[src/rtl/cellram_pkg.sv]
// Shared definitions for the asynchronous CellularRAM controller:
// state encoding, default 50 MHz timing and async-mode tie-off levels.
package cellram_pkg;

  typedef enum logic [2:0] {
    ST_INIT     = 3'd0,
    ST_IDLE     = 3'd1,
    ST_READ     = 3'd2,
    ST_WR_SETUP = 3'd3,
    ST_WRITE    = 3'd4,
    ST_WR_HOLD  = 3'd5,
    ST_RECOVER  = 3'd6
  } state_t;

  localparam int DEF_POWERUP_CYCLES  = 7500;
  localparam int DEF_READ_CYCLES     = 4;
  localparam int DEF_WRITE_CYCLES    = 4;
  localparam int DEF_RECOVERY_CYCLES = 1;

  // Async mode: no memory clock, ADV# held low, configuration register unused.
  localparam logic MT_CLK_TIE = 1'b0;
  localparam logic MT_ADV_TIE = 1'b0;
  localparam logic MT_CRE_TIE = 1'b0;

  function automatic int max4(input int a, input int b, input int c, input int d);
    int m;
    m = a;
    if (b > m) m = b;
    if (c > m) m = c;
    if (d > m) m = d;
    return m;
  endfunction

endpackage

[src/rtl/cellram_async_ctrl_cycle_timer.sv]
// Loadable down-counter that times each controller state; done flags terminal count 0.
// Holds at zero rather than wrapping, so a missed load cannot cause a long stall.
module cellram_cycle_timer #(
  parameter int               CNT_W   = 4,
  parameter logic [CNT_W-1:0] RST_VAL = '0
) (
  input  logic             clk,
  input  logic             rst,
  input  logic             load,
  input  logic [CNT_W-1:0] load_val,
  output logic             done
);

  logic [CNT_W-1:0] cnt_q, cnt_d;

  always_comb begin
    cnt_d = cnt_q;
    if (load) begin
      cnt_d = load_val;
    end else if (cnt_q != '0) begin
      cnt_d = cnt_q - 1'b1;
    end
  end

  always_ff @(posedge clk) begin
    if (rst) begin
      cnt_q <= RST_VAL;
    end else begin
      cnt_q <= cnt_d;
    end
  end

  assign done = (cnt_q == '0);

endmodule

[src/rtl/cellram_async_ctrl.sv]
// Single-word request/ack port to asynchronous CellularRAM strobe sequencer.
// Every output is registered from the next-state decode, so strobes only move on clk edges.
module cellram_async_ctrl
  import cellram_pkg::*;
#(
  parameter int ADDRESS_SIZE    = 24,
  parameter int DATA_SIZE       = 16,
  parameter int POWERUP_CYCLES  = DEF_POWERUP_CYCLES,
  parameter int READ_CYCLES     = DEF_READ_CYCLES,
  parameter int WRITE_CYCLES    = DEF_WRITE_CYCLES,
  parameter int RECOVERY_CYCLES = DEF_RECOVERY_CYCLES
) (
  input  logic                    clk,
  input  logic                    rst,
  input  logic                    req,
  input  logic                    we,
  input  logic [ADDRESS_SIZE-1:0] addr,
  input  logic [DATA_SIZE-1:0]    wdata,
  input  logic [1:0]              be,
  output logic                    ready,
  output logic [DATA_SIZE-1:0]    rdata,
  output logic                    rdata_valid,
  output logic                    wr_ack,
  output logic [ADDRESS_SIZE-1:0] mem_addr,
  output logic [DATA_SIZE-1:0]    mem_dq_o,
  input  logic [DATA_SIZE-1:0]    mem_dq_i,
  output logic                    mem_dq_oe,
  output logic                    mem_ce_n,
  output logic                    mem_oe_n,
  output logic                    mem_we_n,
  output logic                    mem_lb_n,
  output logic                    mem_ub_n,
  output logic                    mt_clk,
  output logic                    mt_adv,
  output logic                    mt_cre
);

  localparam int MAX_CYCLES = max4(POWERUP_CYCLES, READ_CYCLES, WRITE_CYCLES, RECOVERY_CYCLES);
  localparam int CNT_W      = $clog2(MAX_CYCLES) + 1;

  state_t                  state_q, state_d;
  logic [ADDRESS_SIZE-1:0] mem_addr_q, mem_addr_d;
  logic [DATA_SIZE-1:0]    mem_dq_o_q, mem_dq_o_d;
  logic [DATA_SIZE-1:0]    rdata_q, rdata_d;
  logic [1:0]              be_q, be_d;
  logic                    rdata_valid_q, rdata_valid_d;
  logic                    wr_ack_q, wr_ack_d;
  logic                    ready_q, ready_d;
  logic                    dq_oe_q, dq_oe_d;
  logic                    ce_n_q, ce_n_d;
  logic                    oe_n_q, oe_n_d;
  logic                    we_n_q, we_n_d;
  logic                    lb_n_q, lb_n_d;
  logic                    ub_n_q, ub_n_d;

  logic                    tmr_load;
  logic                    tmr_done;
  logic [CNT_W-1:0]        tmr_val;

  cellram_cycle_timer #(
    .CNT_W  (CNT_W),
    .RST_VAL(CNT_W'(POWERUP_CYCLES - 1))
  ) u_timer (
    .clk     (clk),
    .rst     (rst),
    .load    (tmr_load),
    .load_val(tmr_val),
    .done    (tmr_done)
  );

  always_comb begin
    state_d       = state_q;
    mem_addr_d    = mem_addr_q;
    mem_dq_o_d    = mem_dq_o_q;
    be_d          = be_q;
    rdata_d       = rdata_q;
    rdata_valid_d = 1'b0;
    case (state_q)
      ST_INIT: begin
        if (tmr_done) state_d = ST_IDLE;
      end
      ST_IDLE: begin
        if (req) begin
          state_d    = we ? ST_WR_SETUP : ST_READ;
          mem_addr_d = addr;
          mem_dq_o_d = wdata;
          be_d       = be;
        end
      end
      ST_READ: begin
        // Capture on the last OE#-low edge, while the memory still drives the bus.
        if (tmr_done) begin
          state_d       = ST_RECOVER;
          rdata_d       = mem_dq_i;
          rdata_valid_d = 1'b1;
        end
      end
      ST_WR_SETUP: begin
        if (tmr_done) state_d = ST_WRITE;
      end
      ST_WRITE: begin
        if (tmr_done) state_d = ST_WR_HOLD;
      end
      ST_WR_HOLD: begin
        if (tmr_done) state_d = ST_RECOVER;
      end
      ST_RECOVER: begin
        if (tmr_done) state_d = ST_IDLE;
      end
      default: state_d = ST_INIT;
    endcase
  end

  // Each state entry reloads the timer with its duration minus one.
  always_comb begin
    tmr_load = (state_d != state_q);
    tmr_val  = '0;
    case (state_d)
      ST_INIT:    tmr_val = CNT_W'(POWERUP_CYCLES - 1);
      ST_READ:    tmr_val = CNT_W'(READ_CYCLES - 1);
      ST_WRITE:   tmr_val = CNT_W'(WRITE_CYCLES - 1);
      ST_RECOVER: tmr_val = CNT_W'(RECOVERY_CYCLES - 1);
      default:    tmr_val = '0;
    endcase
  end

  always_comb begin
    ready_d  = 1'b0;
    wr_ack_d = 1'b0;
    dq_oe_d  = 1'b0;
    ce_n_d   = 1'b1;
    oe_n_d   = 1'b1;
    we_n_d   = 1'b1;
    lb_n_d   = 1'b1;
    ub_n_d   = 1'b1;
    case (state_d)
      ST_IDLE: ready_d = 1'b1;
      ST_READ: begin
        ce_n_d = 1'b0;
        oe_n_d = 1'b0;
        lb_n_d = 1'b0;
        ub_n_d = 1'b0;
      end
      ST_WR_SETUP: begin
        ce_n_d  = 1'b0;
        dq_oe_d = 1'b1;
        lb_n_d  = ~be_d[0];
        ub_n_d  = ~be_d[1];
      end
      ST_WRITE: begin
        ce_n_d  = 1'b0;
        we_n_d  = 1'b0;
        dq_oe_d = 1'b1;
        lb_n_d  = ~be_d[0];
        ub_n_d  = ~be_d[1];
      end
      ST_WR_HOLD: begin
        ce_n_d   = 1'b0;
        dq_oe_d  = 1'b1;
        lb_n_d   = ~be_d[0];
        ub_n_d   = ~be_d[1];
        wr_ack_d = 1'b1;
      end
      default: ;
    endcase
  end

  always_ff @(posedge clk) begin
    if (rst) begin
      state_q       <= ST_INIT;
      mem_addr_q    <= '0;
      mem_dq_o_q    <= '0;
      rdata_q       <= '0;
      be_q          <= '0;
      rdata_valid_q <= 1'b0;
      wr_ack_q      <= 1'b0;
      ready_q       <= 1'b0;
      dq_oe_q       <= 1'b0;
      ce_n_q        <= 1'b1;
      oe_n_q        <= 1'b1;
      we_n_q        <= 1'b1;
      lb_n_q        <= 1'b1;
      ub_n_q        <= 1'b1;
    end else begin
      state_q       <= state_d;
      mem_addr_q    <= mem_addr_d;
      mem_dq_o_q    <= mem_dq_o_d;
      rdata_q       <= rdata_d;
      be_q          <= be_d;
      rdata_valid_q <= rdata_valid_d;
      wr_ack_q      <= wr_ack_d;
      ready_q       <= ready_d;
      dq_oe_q       <= dq_oe_d;
      ce_n_q        <= ce_n_d;
      oe_n_q        <= oe_n_d;
      we_n_q        <= we_n_d;
      lb_n_q        <= lb_n_d;
      ub_n_q        <= ub_n_d;
    end
  end

  assign ready       = ready_q;
  assign rdata       = rdata_q;
  assign rdata_valid = rdata_valid_q;
  assign wr_ack      = wr_ack_q;
  assign mem_addr    = mem_addr_q;
  assign mem_dq_o    = mem_dq_o_q;
  assign mem_dq_oe   = dq_oe_q;
  assign mem_ce_n    = ce_n_q;
  assign mem_oe_n    = oe_n_q;
  assign mem_we_n    = we_n_q;
  assign mem_lb_n    = lb_n_q;
  assign mem_ub_n    = ub_n_q;
  assign mt_clk      = MT_CLK_TIE;
  assign mt_adv      = MT_ADV_TIE;
  assign mt_cre      = MT_CRE_TIE;

endmodule

[config.mk]
export PLATFORM = sky130hd
export DESIGN_NAME = cellram_async_ctrl
export DESIGN_NICKNAME = d
export VERILOG_FILES = /design/src/rtl/cellram_pkg.sv /design/src/rtl/cellram_async_ctrl_cycle_timer.sv /design/src/rtl/cellram_async_ctrl.sv
export SDC_FILE = /design/constraint.sdc
export NUM_CORES = 1
export LEC_CHECK = 0
export ABC_AREA = 1
export CELL_PAD_IN_SITES_DETAIL_PLACEMENT = 0
export CELL_PAD_IN_SITES_GLOBAL_PLACEMENT = 2
export CORE_MARGIN = 3
export CORE_UTILIZATION = 23
export DETAILED_ROUTE_END_ITERATION = 7
export HOLD_SLACK_MARGIN = 0.1
export PLACE_DENSITY = 0.76
export RECOVER_POWER = 50
export SETUP_SLACK_MARGIN = 0.1
export SYNTH_ARGS = -nofsm -noshare
export SYNTH_HDL_FRONTEND = slang
export SYNTH_SLANG_ARGS = --single-unit
[constraint.sdc]
create_clock -name clk -period 2.4 [get_ports clk]
set_input_delay 0.72 -clock clk [delete_from_list [all_inputs] [get_ports clk]]
set_output_delay 0.72 -clock clk [all_outputs]
set_load 0.02 [all_outputs]
==> impl_metrics.env <==
export IMPL_cp_max_stage_delay_ps=560
export IMPL_vias_per_cell=4.19
export IMPL_synth_yosys_warnings=0
export IMPL_maxClockFrequency_mhz=478
export IMPL_final_hold_violations=0
export IMPL_critical_path_slowest_cell="sky130_fd_sc_hd__dlygate4sd3_1"
export IMPL_placed_cell_count=735
export IMPL_power_density_cell_area_nw_per_um2=576
export IMPL_detail_route_first_pass_iterations=4
export IMPL_leakage_power_of_the_design_nw=1.93
export IMPL_post_synth_main_area_contributors="sky130_fd_sc_hd__dfxtp_1 50%, sky130_fd_sc_hd__nand2_1 14%, sky130_fd_sc_hd__a21oi_1 8.7%"
export IMPL_cts_num_sinks=84
export IMPL_ctsHtreeMaxLevel=3
export IMPL_syn_cell_area_um2=3390
export IMPL_cell_breakdown_of_the_critical_path="dlygate4sd3_1 -> nand3_1 -> buf_4 -> inv_1 -> clkbuf_4 -> nand2_1 -> a21oi_1"
export IMPL_dieArea_um2=16300
export IMPL_post_layout_total_power_mw=2.95
export IMPL_final_cell_count_no_fill=751
export IMPL_setup_reg_to_reg_worst_slack_ps=330
export IMPL_min_period_over_period_pct=87.1
export IMPL_synth_largest_area_cell="sky130_fd_sc_hd__dfxtp_1"
export IMPL_postSynthAreaPerCell_um2=7.66
export IMPL_synth_edff_count=0
export IMPL_die_height_um=127
export IMPL_crit_fanout=40
export IMPL_grt_setup_unrepaired="no"
export IMPL_fin_crit_ps=2090
export IMPL_port_buffers=126
export IMPL_grt_max_degree=53
export IMPL_timing_worst_setup_path_type="in2reg"
export IMPL_cts_clk_slew_worst_paths_ps=60
export IMPL_post_cts_resize_count=0
export IMPL_drc_errors=0
export IMPL_num_rows=43
export IMPL_synth_seq_cells=84
export IMPL_fillerInstances=1494
export IMPL_result_of_the_run="finished clean"
export IMPL_nets=629
export IMPL_die_w_um=127
export IMPL_global_route_overflow_total=0
export IMPL_final_max_slew_viol_count=0
export IMPL_hp_class="reg2reg"
export IMPL_tritoncts_num_buffers=9
export IMPL_timing_hold_ws_ps=442
export IMPL_cts_setup_buffers=0
export IMPL_fp_coreArea_um2=14100
export IMPL_clock_root_cell="sky130_fd_sc_hd__clkbuf_16"
export IMPL_setup_viol_count_final=0
export IMPL_cp_data_arrival_time_ps=2360
export IMPL_initial_core_util_pct=24.0
export IMPL_totalWireLength_um=9620
export IMPL_area_growth_synth_to_final_pct=50.9
export IMPL_route_detailed_wl_per_inst_um=12.8
export IMPL_finalClockSkew_ps=5.23
export IMPL_ant_nets=0
export IMPL_ys_dominant_reg_cell="sky130_fd_sc_hd__dfxtp_1"
export IMPL_n_antenna_cell=0
export IMPL_cap_violations=0
export IMPL_vdd_ir_drop_max_uv=300
export IMPL_cp_start_kind="input port"
export IMPL_antenna_found_initial=0
export IMPL_grt_pass1_vias=3149
export IMPL_tritoncts_clock_tree="yes"
export IMPL_dpl_hpwl_um=7000
export IMPL_io_pin_count=130
export IMPL_setup_total_negative_slack_ps=0
export IMPL_ffs_w_async_s_r_synth_pct=0
export IMPL_worst_setup_path_end_kind="flip-flop"
export IMPL_synth_top_area_share_pct=49.5
export IMPL_critPathRequiredTime_ps=2670
export IMPL_yosysUniqueCellTypes=33
export IMPL_drt_iter0_markers=109
export IMPL_detailroute_via_count=3143
export IMPL_max_clock_path_buffers=2
export IMPL_globalplace_congestion=0.789
export IMPL_synth_seq_area_share_pct=49.5
export IMPL_fraction_of_layout_instances_using_a_drive_strength_above_1_pct=7.88
export IMPL_wire_length_of_the_first_global_routing_pass_um=15900
export IMPL_global_route_usage_total_pct=12.1
export IMPL_cts_hold_buf=0
export IMPL_synthCells=443
export IMPL_insertion_delay_ps=330
-- layout make-up --
| class | instances | area (um^2) | area share (%) |
|---|---|---|---|
| Clock buffer | 12 | 246 | 4.81 |
| Clock inverter | 4 | 48.8 | 0.953 |
| Inverter | 44 | 166 | 3.25 |
| Multi-Input combinational cell | 294 | 1430 | 28.0 |
| Sequential cell | 84 | 1680 | 32.8 |
| Tap cell | 180 | 225 | 4.40 |
| Timing Repair Buffer | 133 | 1320 | 25.8 |
-- kinds of logic (layout without fill, tap and decap cells) --
kind of cell / count (synthesis) / count (layout) / synth area share [%]
simple gates: 192 / 192 / 25.1
compound gates: 85 / 85 / 13.2
flops: 84 / 84 / 49.5
buf+inv: 67 / 193 / 8.22
xor+xnor: 11 / 11 / 2.84
mux: 2 / 2 / 0.590
fa+ha+maj: 1 / 1 / 0.369
other cells: 1 / 3 / 0.110
-- through the flow --
| step | instance area (um^2) | worst slack [ps] | utilization, % |
|---|---|---|---|
| finish | 5120 | 310 | 36.2 |
| global route | 5120 | 87.5 | 36.2 |
| CTS | 5160 | 263 | 36.4 |
| detailed placement | 4860 | 20.0 | 34.4 |
| global placement | 4860 | 61.7 | 34.4 |
| floorplan | 3400 | 623 | - |
-- synth_stat cells (5+ instances only) --
master and number:
sky130_fd_sc_hd__dfxtp_1 84, sky130_fd_sc_hd__xnor2_1 7, sky130_fd_sc_hd__nor2_2 5, sky130_fd_sc_hd__nand3_1 12, sky130_fd_sc_hd__o21ai_1 10, sky130_fd_sc_hd__nor2_1 26
sky130_fd_sc_hd__o21ai_0 13, sky130_fd_sc_hd__nand2_1 127, sky130_fd_sc_hd__clkbuf_1 15, sky130_fd_sc_hd__inv_1 39, sky130_fd_sc_hd__a21oi_1 59
-- flip-flops by register name (all words and copies together) (netlist names), 2 cells and up --
signal and flops:
be_q 2, mem_dq_o 16, rdata 16, state_q 3, mem_addr 24, u_timer.cnt_q 14
-- metal layers --
| metal | vias to the layer above | global-route usage, % | wire (um) | part of all wire (%) |
|---|---|---|---|---|
| li1 | 1642 | - | - | - |
| met1 | 1426 | 15.0 | 4350 | 45 |
| met2 | 64 | 19.8 | 4640 | 48 |
| met3 | 11 | 3.18 | 452 | 4.7 |
| met4 | 0 | 5.11 | 175 | 1.8 |
| met5 | - | 0 | 0 | 0 |
-- worst paths after layout --
check / startpoint / end / depth (start not counted)
worst min-delay path: rdata[15]$_SDFFE_PP0P_ / rdata[15]$_SDFFE_PP0P_ / 2
worst max register to register: u_timer.cnt_q[0]$_SDFFE_PP1P_ / u_timer.cnt_q[4]$_SDFFE_PP0P_ / 11
worst min register to register: rdata[15]$_SDFFE_PP0P_ / rdata[15]$_SDFFE_PP0P_ / 2
worst max-delay path: req / mem_addr[22]$_SDFFE_PP0P_ / 7
-- critical path: cells and delay by family --
kind / cells / cell delay (ps)
AOI/OAI and AO/OA: 1 / 150
buffers and inverters: 4 / 1250
and+or+nand+nor: 2 / 220
-- cell usage in the layout, fill, tap and decap left out, types with 5 or more instances in the layout --
| master | n |
|---|---|
| sky130_fd_sc_hd__a21oi_1 | 59 |
| sky130_fd_sc_hd__dlygate4sd3_1 | 13 |
| sky130_fd_sc_hd__dfxtp_1 | 84 |
| sky130_fd_sc_hd__nand2_1 | 129 |
| sky130_fd_sc_hd__xnor2_1 | 7 |
| sky130_fd_sc_hd__nand3_1 | 13 |
| sky130_fd_sc_hd__nor2_1 | 26 |
| sky130_fd_sc_hd__o21ai_1 | 8 |
| sky130_fd_sc_hd__clkbuf_16 | 9 |
| sky130_fd_sc_hd__inv_1 | 39 |
| sky130_fd_sc_hd__clkdlybuf4s50_1 | 112 |
| sky130_fd_sc_hd__nor2_2 | 5 |
| sky130_fd_sc_hd__o21ai_0 | 15 |
-- power breakdown --
group / internal, mW / switching, mW / total [mW] / leakage, nW
Clock: 0.833 / 0.539 / 1.37 / 0.147
Sequential: 1.40 / 0.00632 / 1.41 / 0.677
Combinational: 0.108 / 0.0632 / 0.172 / 1.11
(Power assumes the default switching activity.)
